<file path="src/rtl/mem_access_stage.sv">
// mem_access_stage
// ----------------------------------------------------------------------------
// MEM stage of the pipeline. Sits behind the EX/MEM latch and turns the memory
// control bits (Enable, rw, Size, Signed, Load, rf, Rd) into byte, halfword,
// word or doubleword accesses on a single-port, 32-bit, little-endian data
// memory that answers each request beat with a one-cycle Mem_Ack. While an
// access is outstanding the stage holds the upstream pipeline with Stall_Out,
// and when it completes it drives the MEM/WB latch inputs.
//
// Ports
//   CLK, CLR            clock (rising edge), asynchronous active-high reset
//   Enable_In           memory operation valid (0 = ALU result pass-through)
//   rw_In               1 = store, 0 = load
//   Size_In             00 byte, 01 halfword, 10 word, 11 doubleword
//   Signed_In           sign-extend byte/halfword loads
//   Load_In             1 = write back memory data, 0 = write back Address_In
//   rf_In, Rd_In        register-file write enable and destination
//   Address_In          ALU result / effective address
//   StoreData_In        store data (low word)
//   StoreDataHi_In      store data, second word of a doubleword
//   Mem_Req/RW/Addr/WData/ByteEn   memory request bundle (registered)
//   Mem_Ack, Mem_RData  memory completion and read data
//   Stall_Out           hold EX/MEM and earlier stages
//   WB_*_Out            MEM/WB inputs (data, high data, Rd, write enable,
//                       doubleword flag)
//   Fault_Out           one-cycle pulse on misalignment or ack timeout
// ----------------------------------------------------------------------------
module mem_access_stage #(
    parameter int ACK_TIMEOUT = 255
) (
    input  logic        CLK,
    input  logic        CLR,
    input  logic        Enable_In,
    input  logic        rw_In,
    input  logic [1:0]  Size_In,
    input  logic        Signed_In,
    input  logic        Load_In,
    input  logic        rf_In,
    input  logic [3:0]  Rd_In,
    input  logic [31:0] Address_In,
    input  logic [31:0] StoreData_In,
    input  logic [31:0] StoreDataHi_In,
    output logic        Mem_Req,
    output logic        Mem_RW,
    output logic [31:0] Mem_Addr,
    output logic [31:0] Mem_WData,
    output logic [3:0]  Mem_ByteEn,
    input  logic        Mem_Ack,
    input  logic [31:0] Mem_RData,
    output logic        Stall_Out,
    output logic [31:0] WB_Data_Out,
    output logic [31:0] WB_DataHi_Out,
    output logic [3:0]  WB_Rd_Out,
    output logic        WB_rf_Out,
    output logic        WB_Dword_Out,
    output logic        Fault_Out
);

    localparam logic [1:0] IDLE  = 2'd0;
    localparam logic [1:0] BEAT0 = 2'd1;
    localparam logic [1:0] BEAT1 = 2'd2;

    localparam logic [1:0] SZ_BYTE  = 2'b00;
    localparam logic [1:0] SZ_HALF  = 2'b01;
    localparam logic [1:0] SZ_WORD  = 2'b10;
    localparam logic [1:0] SZ_DWORD = 2'b11;

    // Last counter value of a beat; reaching it without an ack aborts.
    localparam logic [15:0] CNT_LAST = 16'(ACK_TIMEOUT - 1);

    logic [1:0]  state;
    logic [15:0] ack_cnt;

    // Operands captured when the access is accepted.
    logic        rw_q;
    logic [1:0]  size_q;
    logic        signed_q;
    logic        load_q;
    logic        rf_q;
    logic [3:0]  rd_q;
    logic [31:0] addr_q;
    logic [31:0] store_hi_q;
    logic [31:0] low_word_q;

    // Registered memory request bundle.
    logic        mem_rw_q;
    logic [31:0] mem_addr_q;
    logic [31:0] mem_wdata_q;
    logic [3:0]  mem_byteen_q;

    // Registered MEM/WB outputs.
    logic [31:0] wb_data_q;
    logic [31:0] wb_data_hi_q;
    logic [3:0]  wb_rd_q;
    logic        wb_rf_q;
    logic        wb_dword_q;
    logic        fault_q;

    logic        aligned;
    logic        start_access;
    logic        in_beat;
    logic        final_ack;
    logic        timeout_hit;
    logic [3:0]  byteen_next;
    logic [31:0] wdata_next;
    logic [7:0]  lane_byte;
    logic [15:0] lane_half;
    logic [31:0] load_value;
    logic [31:0] wb_value;

    // Natural alignment check of the incoming effective address.
    always_comb begin
        case (Size_In)
            SZ_BYTE: aligned = 1'b1;
            SZ_HALF: aligned = ~Address_In[0];
            SZ_WORD: aligned = (Address_In[1:0] == 2'b00);
            default: aligned = (Address_In[2:0] == 3'b000);
        endcase
    end

    // Lane enables and lane-replicated write data for the first beat.
    always_comb begin
        case (Size_In)
            SZ_BYTE: begin
                byteen_next = 4'b0001 << Address_In[1:0];
                wdata_next  = {4{StoreData_In[7:0]}};
            end
            SZ_HALF: begin
                byteen_next = Address_In[1] ? 4'b1100 : 4'b0011;
                wdata_next  = {2{StoreData_In[15:0]}};
            end
            default: begin
                byteen_next = 4'b1111;
                wdata_next  = StoreData_In;
            end
        endcase
    end

    // Lane selection and extension of returned read data, using the
    // captured address so the result does not depend on upstream inputs.
    always_comb begin
        case (addr_q[1:0])
            2'd0:    lane_byte = Mem_RData[7:0];
            2'd1:    lane_byte = Mem_RData[15:8];
            2'd2:    lane_byte = Mem_RData[23:16];
            default: lane_byte = Mem_RData[31:24];
        endcase
        lane_half = addr_q[1] ? Mem_RData[31:16] : Mem_RData[15:0];
        case (size_q)
            SZ_BYTE: load_value = {{24{signed_q & lane_byte[7]}}, lane_byte};
            SZ_HALF: load_value = {{16{signed_q & lane_half[15]}}, lane_half};
            default: load_value = Mem_RData;
        endcase
        wb_value = load_q ? load_value : addr_q;
    end

    assign in_beat      = (state == BEAT0) || (state == BEAT1);
    assign start_access = (state == IDLE) && Enable_In && aligned;

    // The ack that ends the whole access: any ack in BEAT1, or a BEAT0 ack
    // for everything but a doubleword.
    assign final_ack   = Mem_Ack && (((state == BEAT0) && (size_q != SZ_DWORD)) ||
                                     (state == BEAT1));
    // An ack on the last count cycle wins, hence the ~Mem_Ack term.
    assign timeout_hit = in_beat && !Mem_Ack && (ack_cnt == CNT_LAST);

    // Stall is released in the cycle that finishes the access so the
    // upstream latch advances on the same edge the stage returns to IDLE.
    // Reset forces it low along with every other output.
    assign Stall_Out = !CLR && (start_access || (in_beat && !final_ack && !timeout_hit));

    assign Mem_Req       = in_beat;
    assign Mem_RW        = mem_rw_q;
    assign Mem_Addr      = mem_addr_q;
    assign Mem_WData     = mem_wdata_q;
    assign Mem_ByteEn    = mem_byteen_q;
    assign WB_Data_Out   = wb_data_q;
    assign WB_DataHi_Out = wb_data_hi_q;
    assign WB_Rd_Out     = wb_rd_q;
    assign WB_rf_Out     = wb_rf_q;
    assign WB_Dword_Out  = wb_dword_q;
    assign Fault_Out     = fault_q;

    // Access sequencer. WB outputs only change on completion or pass-through;
    // every other edge holds them but forces the write enable low so a
    // stalled or aborted instruction never produces a register write.
    always_ff @(posedge CLK or posedge CLR) begin
        if (CLR) begin
            state        <= IDLE;
            ack_cnt      <= '0;
            rw_q         <= 1'b0;
            size_q       <= SZ_BYTE;
            signed_q     <= 1'b0;
            load_q       <= 1'b0;
            rf_q         <= 1'b0;
            rd_q         <= '0;
            addr_q       <= '0;
            store_hi_q   <= '0;
            low_word_q   <= '0;
            mem_rw_q     <= 1'b0;
            mem_addr_q   <= '0;
            mem_wdata_q  <= '0;
            mem_byteen_q <= '0;
            wb_data_q    <= '0;
            wb_data_hi_q <= '0;
            wb_rd_q      <= '0;
            wb_rf_q      <= 1'b0;
            wb_dword_q   <= 1'b0;
            fault_q      <= 1'b0;
        end else begin
            fault_q <= 1'b0;
            case (state)
                IDLE: begin
                    if (!Enable_In) begin
                        wb_data_q  <= Address_In;
                        wb_rd_q    <= Rd_In;
                        wb_rf_q    <= rf_In;
                        wb_dword_q <= 1'b0;
                    end else if (!aligned) begin
                        fault_q <= 1'b1;
                        wb_rf_q <= 1'b0;
                    end else begin
                        wb_rf_q      <= 1'b0;
                        state        <= BEAT0;
                        ack_cnt      <= '0;
                        rw_q         <= rw_In;
                        size_q       <= Size_In;
                        signed_q     <= Signed_In;
                        load_q       <= Load_In;
                        rf_q         <= rf_In;
                        rd_q         <= Rd_In;
                        addr_q       <= Address_In;
                        store_hi_q   <= StoreDataHi_In;
                        mem_rw_q     <= rw_In;
                        mem_addr_q   <= {Address_In[31:2], 2'b00};
                        mem_wdata_q  <= wdata_next;
                        mem_byteen_q <= byteen_next;
                    end
                end

                BEAT0: begin
                    if (Mem_Ack) begin
                        if (size_q == SZ_DWORD) begin
                            low_word_q  <= Mem_RData;
                            mem_addr_q  <= mem_addr_q + 32'd4;
                            mem_wdata_q <= store_hi_q;
                            ack_cnt     <= '0;
                            wb_rf_q     <= 1'b0;
                            state       <= BEAT1;
                        end else begin
                            wb_data_q  <= wb_value;
                            wb_rd_q    <= rd_q;
                            wb_rf_q    <= rf_q & ~rw_q;
                            wb_dword_q <= 1'b0;
                            state      <= IDLE;
                        end
                    end else if (timeout_hit) begin
                        fault_q <= 1'b1;
                        wb_rf_q <= 1'b0;
                        state   <= IDLE;
                    end else begin
                        ack_cnt <= ack_cnt + 16'd1;
                        wb_rf_q <= 1'b0;
                    end
                end

                BEAT1: begin
                    if (Mem_Ack) begin
                        wb_data_q    <= load_q ? low_word_q : addr_q;
                        wb_data_hi_q <= Mem_RData;
                        wb_rd_q      <= rd_q;
                        wb_rf_q      <= rf_q & ~rw_q;
                        wb_dword_q   <= 1'b1;
                        state        <= IDLE;
                    end else if (timeout_hit) begin
                        fault_q <= 1'b1;
                        wb_rf_q <= 1'b0;
                        state   <= IDLE;
                    end else begin
                        ack_cnt <= ack_cnt + 16'd1;
                        wb_rf_q <= 1'b0;
                    end
                end

                default: begin
                    state   <= IDLE;
                    wb_rf_q <= 1'b0;
                end
            endcase
        end
    end

endmodule

</file>
<file path="config.mk">
export PLATFORM = sky130hd
export DESIGN_NAME = mem_access_stage
export DESIGN_NICKNAME = d
export VERILOG_FILES = /design/src/rtl/mem_access_stage.sv
export SDC_FILE = /design/constraint.sdc
export NUM_CORES = 1
export LEC_CHECK = 0
export CAP_MARGIN = 0
export CORE_ASPECT_RATIO = 1.75
export CORE_UTILIZATION = 33
export CTS_CLUSTER_DIAMETER = 80
export DETAILED_ROUTE_END_ITERATION = 10
export GPL_TIMING_DRIVEN = 0
export PLACE_DENSITY = 0.56
export SLEW_MARGIN = 10
export SYNTH_ARGS = -nofsm -noshare
export SYNTH_HDL_FRONTEND = slang
export SYNTH_SLANG_ARGS = --single-unit
</file>
<file path="constraint.sdc">
create_clock -name CLK -period 23.6 [get_ports CLK]
set_input_delay 2.36 -clock CLK [delete_from_list [all_inputs] [get_ports CLK]]
set_output_delay 2.36 -clock CLK [all_outputs]
set_load 0.1 [all_outputs]
</file>
==> results of run 1 <==
## metrics by stage
stage / hold slack, ns / std cells / setup WS (ns) / util [%] / area (sq um)
after detailed placement: 0.471 / 2209 / 15.14 / 42.0 / 17500
after floorplan: 0.450 / 1372 / 14.06 / - / 14000
after global routing: 0.502 / 2258 / 15.05 / 44.1 / 18400
after CTS: 0.486 / 2257 / 15.16 / 44.1 / 18400
after global placement: 0.462 / 2207 / 10.21 / 41.8 / 17500
final: 0.480 / 2258 / 15.16 / 44.1 / 18400
## routing by layer
| layer | global-route usage [%] | vias up |
|---|---|---|
| met2 | 47.9 | 447 |
| met3 | 4.22 | 102 |
| met1 | 26.6 | 6264 |
| met4 | 10.8 | 2 |
| li1 | - | 5666 |
| met5 | 0 | - |
## state kept, by name, summed over array words and instances (netlist names), 2 cells and up
signal,cells
Mem_ByteEn,4
WB_Rd_Out,4
addr_q,32
size_q,2
state,2
Mem_WData,32
store_hi_q,32
WB_Data_Out,32
low_word_q,32
rd_q,4
WB_DataHi_Out,32
ack_cnt,16
Mem_Addr,30
## layout make-up
type                       count  area [sq um]
antenna                        1          2.50
buffer                       116           569
clock buffer                  37           783
clock inverter                11           111
fill                        4103         23300
inverter                      19          78.8
multi-input combinational    976          6780
sequential                   261          6530
tap                          555           694
timing repair buffer         282          2860
## kinds of logic (layout without fill, tap and decap cells)
| logic type | count (synthesis) | count (layout) | synth area share (%) |
|---|---|---|---|
| adders and majority gates | 7 | 7 | 0.628 |
| DFF | 261 | 261 | 46.8 |
| muxes | 209 | 209 | 16.3 |
| buffers and inverters | 135 | 465 | 4.59 |
| other | 1 | 3 | 0.0269 |
| AOI/OAI and AO/OA | 422 | 422 | 19.3 |
| and+or+nand+nor | 336 | 336 | 12.3 |
## final timing paths
path                                   endpoint  slack (ns)  cells past startpoint
worst max-delay path                  Stall_Out       15.16                      9
worst min-delay path               Mem_WData[8]        0.48                      2
worst max register to register  WB_Data_Out[11]       20.87                      7
worst min register to register     Mem_WData[8]        0.48                      2
max in group asynchronous         Mem_WData[27]       19.94                      4
min in group asynchronous             WB_rf_Out        2.29                      2
## worst max-delay path, stage by stage
cell and delay (ns):
clkdlybuf4s50_1 0.64, o21ai_1 0.30, o21ai_0 0.16, nor2_1 0.39, buf_2 0.44, buf_2 0.30
a31oi_1 0.13, nor2_1 0.17, clkdlybuf4s50_1 1.15
## Yosys cell counts, types with 9 or more instances
| library cell | instances |
|---|---|
| nor2b_1 | 11 |
| nand2b_1 | 21 |
| o211ai_1 | 36 |
| inv_1 | 18 |
| nand2_1 | 119 |
| nand3b_1 | 15 |
| a21oi_1 | 72 |
| clkbuf_1 | 47 |
| a311oi_1 | 9 |
| o21ai_0 | 138 |
| and3_1 | 16 |
| nand3_1 | 39 |
| nor2_1 | 60 |
| buf_4 | 12 |
| dfrtp_1 | 261 |
| a31oi_1 | 23 |
| nand4_1 | 13 |
| o21a_1 | 17 |
| mux2i_1 | 68 |
| buf_2 | 44 |
| a22oi_1 | 15 |
| mux2_2 | 140 |
| o22ai_1 | 33 |
## placed cells by master, fill, tap and decap left out, types with 7 or more instances in the layout
master / synthesis / layout
nand4_1: 13 / 13
clkbuf_8: 0 / 7
clkbuf_16: 0 / 27
clkdlybuf4s50_1: 0 / 280
o22ai_1: 33 / 33
and3_1: 16 / 16
nor2b_1: 11 / 11
nand2b_1: 21 / 21
o221ai_1: 7 / 7
mux2_2: 140 / 140
clkinv_2: 0 / 7
a22oi_1: 15 / 15
inv_1: 18 / 17
dfrtp_1: 261 / 261
nand2_1: 119 / 119
a311oi_1: 9 / 9
nor3b_1: 8 / 8
nor2_1: 60 / 60
o211ai_1: 36 / 36
mux2i_1: 68 / 68
o21a_1: 17 / 17
a21oi_1: 72 / 72
nand3_1: 39 / 39
nand3b_1: 15 / 15
a31oi_1: 23 / 23
o31ai_1: 8 / 8
ha_1: 7 / 7
o21ai_0: 138 / 138
clkbuf_1: 47 / 50
a21boi_0: 8 / 8
buf_4: 12 / 12
buf_2: 44 / 44
==> out/qor.yml, run 1 <==
setup_path:
  start_kind: "input pin"
  path_class: "in -> out"
  r2r_start: "state[1]"
  crit_start: "Address_In[1]"
  crit_path_max_fanout: 10
  cp.arrival_ns: 6.08
  crit_required_ns: 21.24
  cp-end-kind: "output port"
timing:
  final.min_clock_period_ns: 8.44
  rsz0062_at_grt: "false"
  slew-limit-headroom_pct: 26.3
  fin_skew_ns: 0.0132
  tns_ns: 0
  final.period_utilization_pct: 35.8
  hold_violations: 0
  max_clock_freq_ghz: 0.119
  setup_violations: 0
  maxSlewViolCount: 0
  worstMarginPinSlew_ns: 1.10
detailed_routing:
  drc: 0
  met1_length_um: 19000
  drt-wirelength-per-cell_um: 23.8
  drt_iter0_drc: 808
  num_vias: 12500
  via_per_inst: 5.53
  dr.pass1.iters: 5
  wl_met2_um: 29300
  drt_wl_total_um: 53800
  ant_nets: 0
  maxUsedRoutingLayer: "met5"
  wl_met3_um: 3240
synthesis:
  avgSynthCellArea_sq_um: 10.2
  seq_area_frac_synth_pct: 46.8
  yosysUniqueCellTypes: 77
  synthFlopType: "dfrtp_1"
  async_flop_share_pct: 100
  yosys_warnings: 0
  synth_top_area_cell: "dfrtp_1"
  synth_edf_count: 0
  syn-instance-count: 1371
  synth_area_sq_um: 14000
  synth_area_leaders: "dfrtp_1 47%, mux2_2 11%, o21ai_0 5.0%"
  ys_ff_latch: 261
  synth_top_cell_area_share_pct: 46.8
global_route:
  antenna_found_initial: 2
  gr-usage-all-layers_pct: 25.2
  grt_pass1_wl_um: 80600
  grt_pass1_vias: 12900
  overflow: 0
  grt_max_degree: 99
job:
  cap_violations: 0
cts:
  cts_sinks: 261
  clk_latency_ns: 0.56
  cts_buffers: 27
  cts_resized: 0
  h-tree-depth: 1
  cts_setup_buffers: 0
  cts_tree: "yes"
  clk_pin_slew_ns: 0.06
  cts_root_buffer: "clkbuf_16"
  clockBufferDepth: 3
  cts_hold_buf: 0
layout:
  drive_gt1_share_pct: 16.0
  syn_to_final_growth_pct: 32.0
  fin_nets: 1832
die:
  row_count: 99
  initial_core_util_pct: 33.4
  fp.dieH_um: 274
  die-area_sq_um: 43100
  core_area_sq_um: 41700
  die_w_um: 157
  pin_count: 284
outcome:
  status: "completed"
min_path:
  hold_path.class: "reg -> reg"
  worstHoldStart: "Mem_WData[8]"
placed_design:
  gp_congestion: 0.896
  dp_hpwl_um: 41100
  io_buffers: 280
Power of run 1 is left out: the tool's default activity adds up to more than one toggle a clock period on the data nets, which glitch-free logic cannot reach.
==> run 2: changes to the inputs <==
--- a/config.mk
+++ b/config.mk
@@ -11,7 +11,7 @@
 export CTS_CLUSTER_DIAMETER = 80
 export DETAILED_ROUTE_END_ITERATION = 10
 export GPL_TIMING_DRIVEN = 0
-export PLACE_DENSITY = 0.56
+export PLACE_DENSITY = 0.58
 export SLEW_MARGIN = 10
 export SYNTH_ARGS = -nofsm -noshare
 export SYNTH_HDL_FRONTEND = slang
==> constraint.sdc (replaced) <==
create_clock -name CLK -period 7.4 [get_ports CLK]
set_input_delay 0.74 -clock CLK [delete_from_list [all_inputs] [get_ports CLK]]
set_output_delay 0.74 -clock CLK [all_outputs]
set_load 0.1 [all_outputs]
==> run 2 against run 1 <==
Compared with the run above:
- cell count grew 0.18%
- sequential share of layout area down 0.30 points
- die area did not move
==> out/qor.yml, run 2 (same netlist as run 1, synthesis figures left out) <==
outcome:
  status: "completed"
timing:
  final.period_utilization_pct: 68.4
  maxSlewViolCount: 0
  rsz0062_at_grt: "false"
  worstMarginPinSlew_ns: 1.11
  tns_ns: 0
  final.min_clock_period_ns: 5.06
  setup_violations: 0
  holdWs_ns: 0.481
  slew-limit-headroom_pct: 25.9
  hold_violations: 0
  max_clock_freq_ghz: 0.198
  fin_skew_ns: 0.0149
die:
  pin_count: 284
  initial_core_util_pct: 33.4
  row_count: 99
  die_w_um: 157
  core_area_sq_um: 41700
  die-area_sq_um: 43100
  fp.dieH_um: 274
layout:
  final_util_pct: 44.5
  drive_gt1_share_pct: 16.2
  fin_nets: 1837
  syn_to_final_growth_pct: 33.1
  mostFrequentLayoutCell: "clkdlybuf4s50_1"
  diodes: 0
  final_cell_mix: "280 x clkdlybuf4s50_1, 261 x dfrtp_1, 140 x mux2_2, 138 x o21ai_0, 119 x nand2_1"
cts:
  cts_hold_buf: 0
  cts_setup_buffers: 0
  clockBufferDepth: 3
  cts_tree: "yes"
  cts_root_buffer: "clkbuf_16"
  clk_latency_ns: 0.57
  cts_buffers: 27
  clk_pin_slew_ns: 0.07
  cts_resized: 0
  h-tree-depth: 1
  cts_sinks: 261
global_route:
  grt_pass1_wl_um: 80100
  grt_pass1_vias: 12900
  overflow: 0
  grt_max_degree: 39
  gr-usage-all-layers_pct: 25.1
  antenna_found_initial: 0
setup_path:
  cp-end-kind: "output port"
  r2r_cells: 10
  start_kind: "flop"
  path_class: "reg -> out"
  crit_start: "state[1]"
  crit_path_max_fanout: 10
  cp.arrival_ns: 4.32
  crit_required_ns: 6.66
  r2r_start: "state[0]"
  regToRegSetupSlack_ns: 4.60
detailed_routing:
  drt_wl_total_um: 53600
  drc: 0
  dr.pass1.iters: 5
  drt-wirelength-per-cell_um: 23.7
  ant_nets: 0
  drt_iter0_drc: 736
  num_vias: 12500
  via_per_inst: 5.52
min_path:
  worstHoldStart: "WB_DataHi_Out[7]"
  hold_path.class: "reg -> reg"
  holdPathStages: 2
placed_design:
  io_buffers: 280
  gp_congestion: 0.929
  dp_hpwl_um: 41300
job:
  cap_violations: 0
==> run 2: worst paths after layout <==
path | to
max in group asynchronous | Mem_WData[23]
min in group asynchronous | Fault_Out
setup reg to reg | WB_Data_Out[17]
hold / removal | WB_DataHi_Out[7]
setup / recovery | Stall_Out
hold reg to reg | WB_DataHi_Out[7]
==> run 2: area by class of cell <==
class / instances / area [sq um]
fill: 4054 / 23200
multi-input combinational: 976 / 6780
sequential: 261 / 6530
timing repair buffer: 287 / 2940
tap: 555 / 694
clock buffer: 31 / 691
buffer: 116 / 569
clock inverter: 17 / 282
inverter: 19 / 75.1
==> run 2: worst max-delay path: stages, from the launching register on <==
cell and delay [ns]:
dfrtp_1 0.41, inv_1 0.09, ha_1 0.35, buf_2 0.23, clkbuf_1 0.42, clkbuf_1 0.60
a31oi_1 0.32, nor2_1 0.17, clkdlybuf4s50_1 1.15
==> run 2: layer usage <==
metal,up-vias,routed length [um],GRT usage (%)
met5,-,0,0
met2,451,29100,47.5
met3,126,3140,4.43
li1,5688,-,-
met4,0,2680,12.7
met1,6218,18700,25.9
==> run 2: stage by stage <==
| stage | worst slack, ns | cell area [sq um] | cells |
|---|---|---|---|
| final | 2.34 | 18600 | 2262 |
| after global placement | 1.08 | 17500 | 2207 |
| after global routing | 2.17 | 18600 | 2262 |
| after floorplan | 3.15 | 14000 | 1372 |
| after CTS | 2.27 | 18600 | 2262 |
| after detailed placement | 2.48 | 17600 | 2214 |
Power of run 2 is left out for the same reason.
==> run 3: changes to the inputs <==
--- a/config.mk
+++ b/config.mk
@@ -11,7 +11,7 @@
 export CTS_CLUSTER_DIAMETER = 80
 export DETAILED_ROUTE_END_ITERATION = 10
 export GPL_TIMING_DRIVEN = 0
-export PLACE_DENSITY = 0.58
+export PLACE_DENSITY = 0.56
 export SLEW_MARGIN = 10
 export SYNTH_ARGS = -nofsm -noshare
 export SYNTH_HDL_FRONTEND = slang
==> constraint.sdc (replaced) <==
create_clock -name CLK -period 5.2 [get_ports CLK]
set_input_delay 0.52 -clock CLK [delete_from_list [all_inputs] [get_ports CLK]]
set_output_delay 0.52 -clock CLK [all_outputs]
set_load 0.1 [all_outputs]
==> run 3 against run 2 <==
Compared with the run above:
- critical path type unchanged
- critical endpoint unchanged
- worst hold slack got worse by 0.12 ns
- highest routed layer unchanged
- core utilization is 0.15 points lower
- non-clock buffer count is 1 higher
- cell count grew 0.18%
- count of clock-buffer cells in the layout increased by 7
==> out/qor.yml, run 3 (same netlist as run 1, synthesis figures left out) <==
setup_path:
  cp.arrival_ns: 4.19
  crit_path_max_fanout: 10
  cp-end-kind: "output port"
  path_class: "reg -> out"
  worstReg2RegEnd: "WB_Rd_Out[0]"
  regToRegSetupSlack_ns: 2.54
  start_kind: "flop"
  r2r_cells: 7
  r2r_start: "state[0]"
  crit_required_ns: 4.68
layout:
  mostFrequentLayoutCell: "clkdlybuf4s50_1"
  nFillCells: 4069
  seq_area_sq_um: 6530
  syn_to_final_growth_pct: 32.6
  multi_input_area_sq_um: 6780
  final_cell_mix: "280 x clkdlybuf4s50_1, 261 x dfrtp_1, 140 x mux2_2, 138 x o21ai_0, 119 x nand2_1"
  drive_gt1_share_pct: 16.3
  fin_nets: 1838
  final_cells: 2266
placed_design:
  gp_congestion: 0.900
  io_buffers: 280
  dp_cells: 2215
  dp_hpwl_um: 40800
min_path:
  hold_path.class: "in -> async"
cts:
  clockBufferDepth: 3
  clk_latency_ns: 0.56
  clk_pin_slew_ns: 0.06
  cts_hold_buf: 0
  cts_setup_buffers: 0
  cts_resized: 0
  cts_sinks: 261
  cts_buffers: 27
  cts_root_buffer: "clkbuf_16"
  cts_tree: "yes"
  h-tree-depth: 1
detailed_routing:
  ant_nets: 0
  dr.pass1.iters: 5
  drt_iter0_drc: 685
  drc: 0
  num_vias: 12400
  via_per_inst: 5.46
  drt_wl_total_um: 52900
  drt-wirelength-per-cell_um: 23.3
timing:
  slew-limit-headroom_pct: 26.3
  max_clock_freq_ghz: 0.212
  final.min_clock_period_ns: 4.71
  worstMarginPinSlew_ns: 1.10
  final.period_utilization_pct: 90.6
  maxSlewViolCount: 0
  rsz0062_at_grt: "false"
  hold_violations: 0
  setup_violations: 0
  fin_skew_ns: 0.0152
global_route:
  overflow: 0
  grt_max_degree: 38
  grt_pass1_wl_um: 79400
  gr-usage-all-layers_pct: 24.8
  antenna_found_initial: 1
  grt_pass1_vias: 12800
die:
  fp.dieH_um: 274
  initial_core_util_pct: 33.4
  die_w_um: 157
  die-area_sq_um: 43100
  row_count: 99
  pin_count: 284
  core_area_sq_um: 41700
outcome:
  status: "completed"
job:
  cap_violations: 0
run 3: worst max-delay path: stages, from the launching register on:
cell,delay (ns)
dfrtp_1,0.41
inv_1,0.08
ha_1,0.29
buf_2,0.21
clkbuf_1,0.43
clkbuf_1,0.59
a31oi_1,0.30
nor2_1,0.16
clkdlybuf4s50_1,1.14
run 3: area by class of cell:
| class | instances | area share (%) |
|---|---|---|
| Sequential cell | 261 | 35.3 |
| Timing Repair Buffer | 288 | 16.1 |
| Multi-Input combinational cell | 976 | 36.7 |
| Inverter | 19 | 0.406 |
| Clock buffer | 38 | 4.20 |
| Tap cell | 555 | 3.75 |
| Buffer | 116 | 3.08 |
| Clock inverter | 12 | 0.554 |
| Antenna cell | 1 | 0.0135 |
run 3: metrics by stage:
step                      hold slack, ns  setup TNS [ns]  instance area (sq um)  util (%)  setup slack [ns]
final                              0.365               0                  18500      44.3             0.489
after global routing               0.416               0                  18500      44.3             0.302
after CTS                          0.355               0                  18500      44.3             0.402
after detailed placement           0.474               0                  17600      42.2             0.500
after global placement             0.462         -240.49                  17500      41.8            -0.949
after floorplan                    0.450               0                  14000         -              1.17
run 3: worst max-delay path by stage:
stage,from,endpoint,slack (ns),depth (start not counted)
detailed placement,Address_In[1],Stall_Out,0.50,9
CTS,state[0],Stall_Out,0.40,8
floorplan,state[0],Stall_Out,1.17,7
finish,state[0],Stall_Out,0.49,8
global placement,CLR,WB_Data_Out[22],-0.95,2
global route,state[0],Stall_Out,0.30,8
run 3: layer usage:
metal | vias to the layer above | track usage, % | part of all wire (%)
met5 | - | 0 | 0
met2 | 452 | 47.0 | 54
met3 | 103 | 4.13 | 6.2
li1 | 5689 | - | -
met1 | 6128 | 26.4 | 36
met4 | 0 | 10.9 | 4.4
Power of run 3 is left out for the same reason.
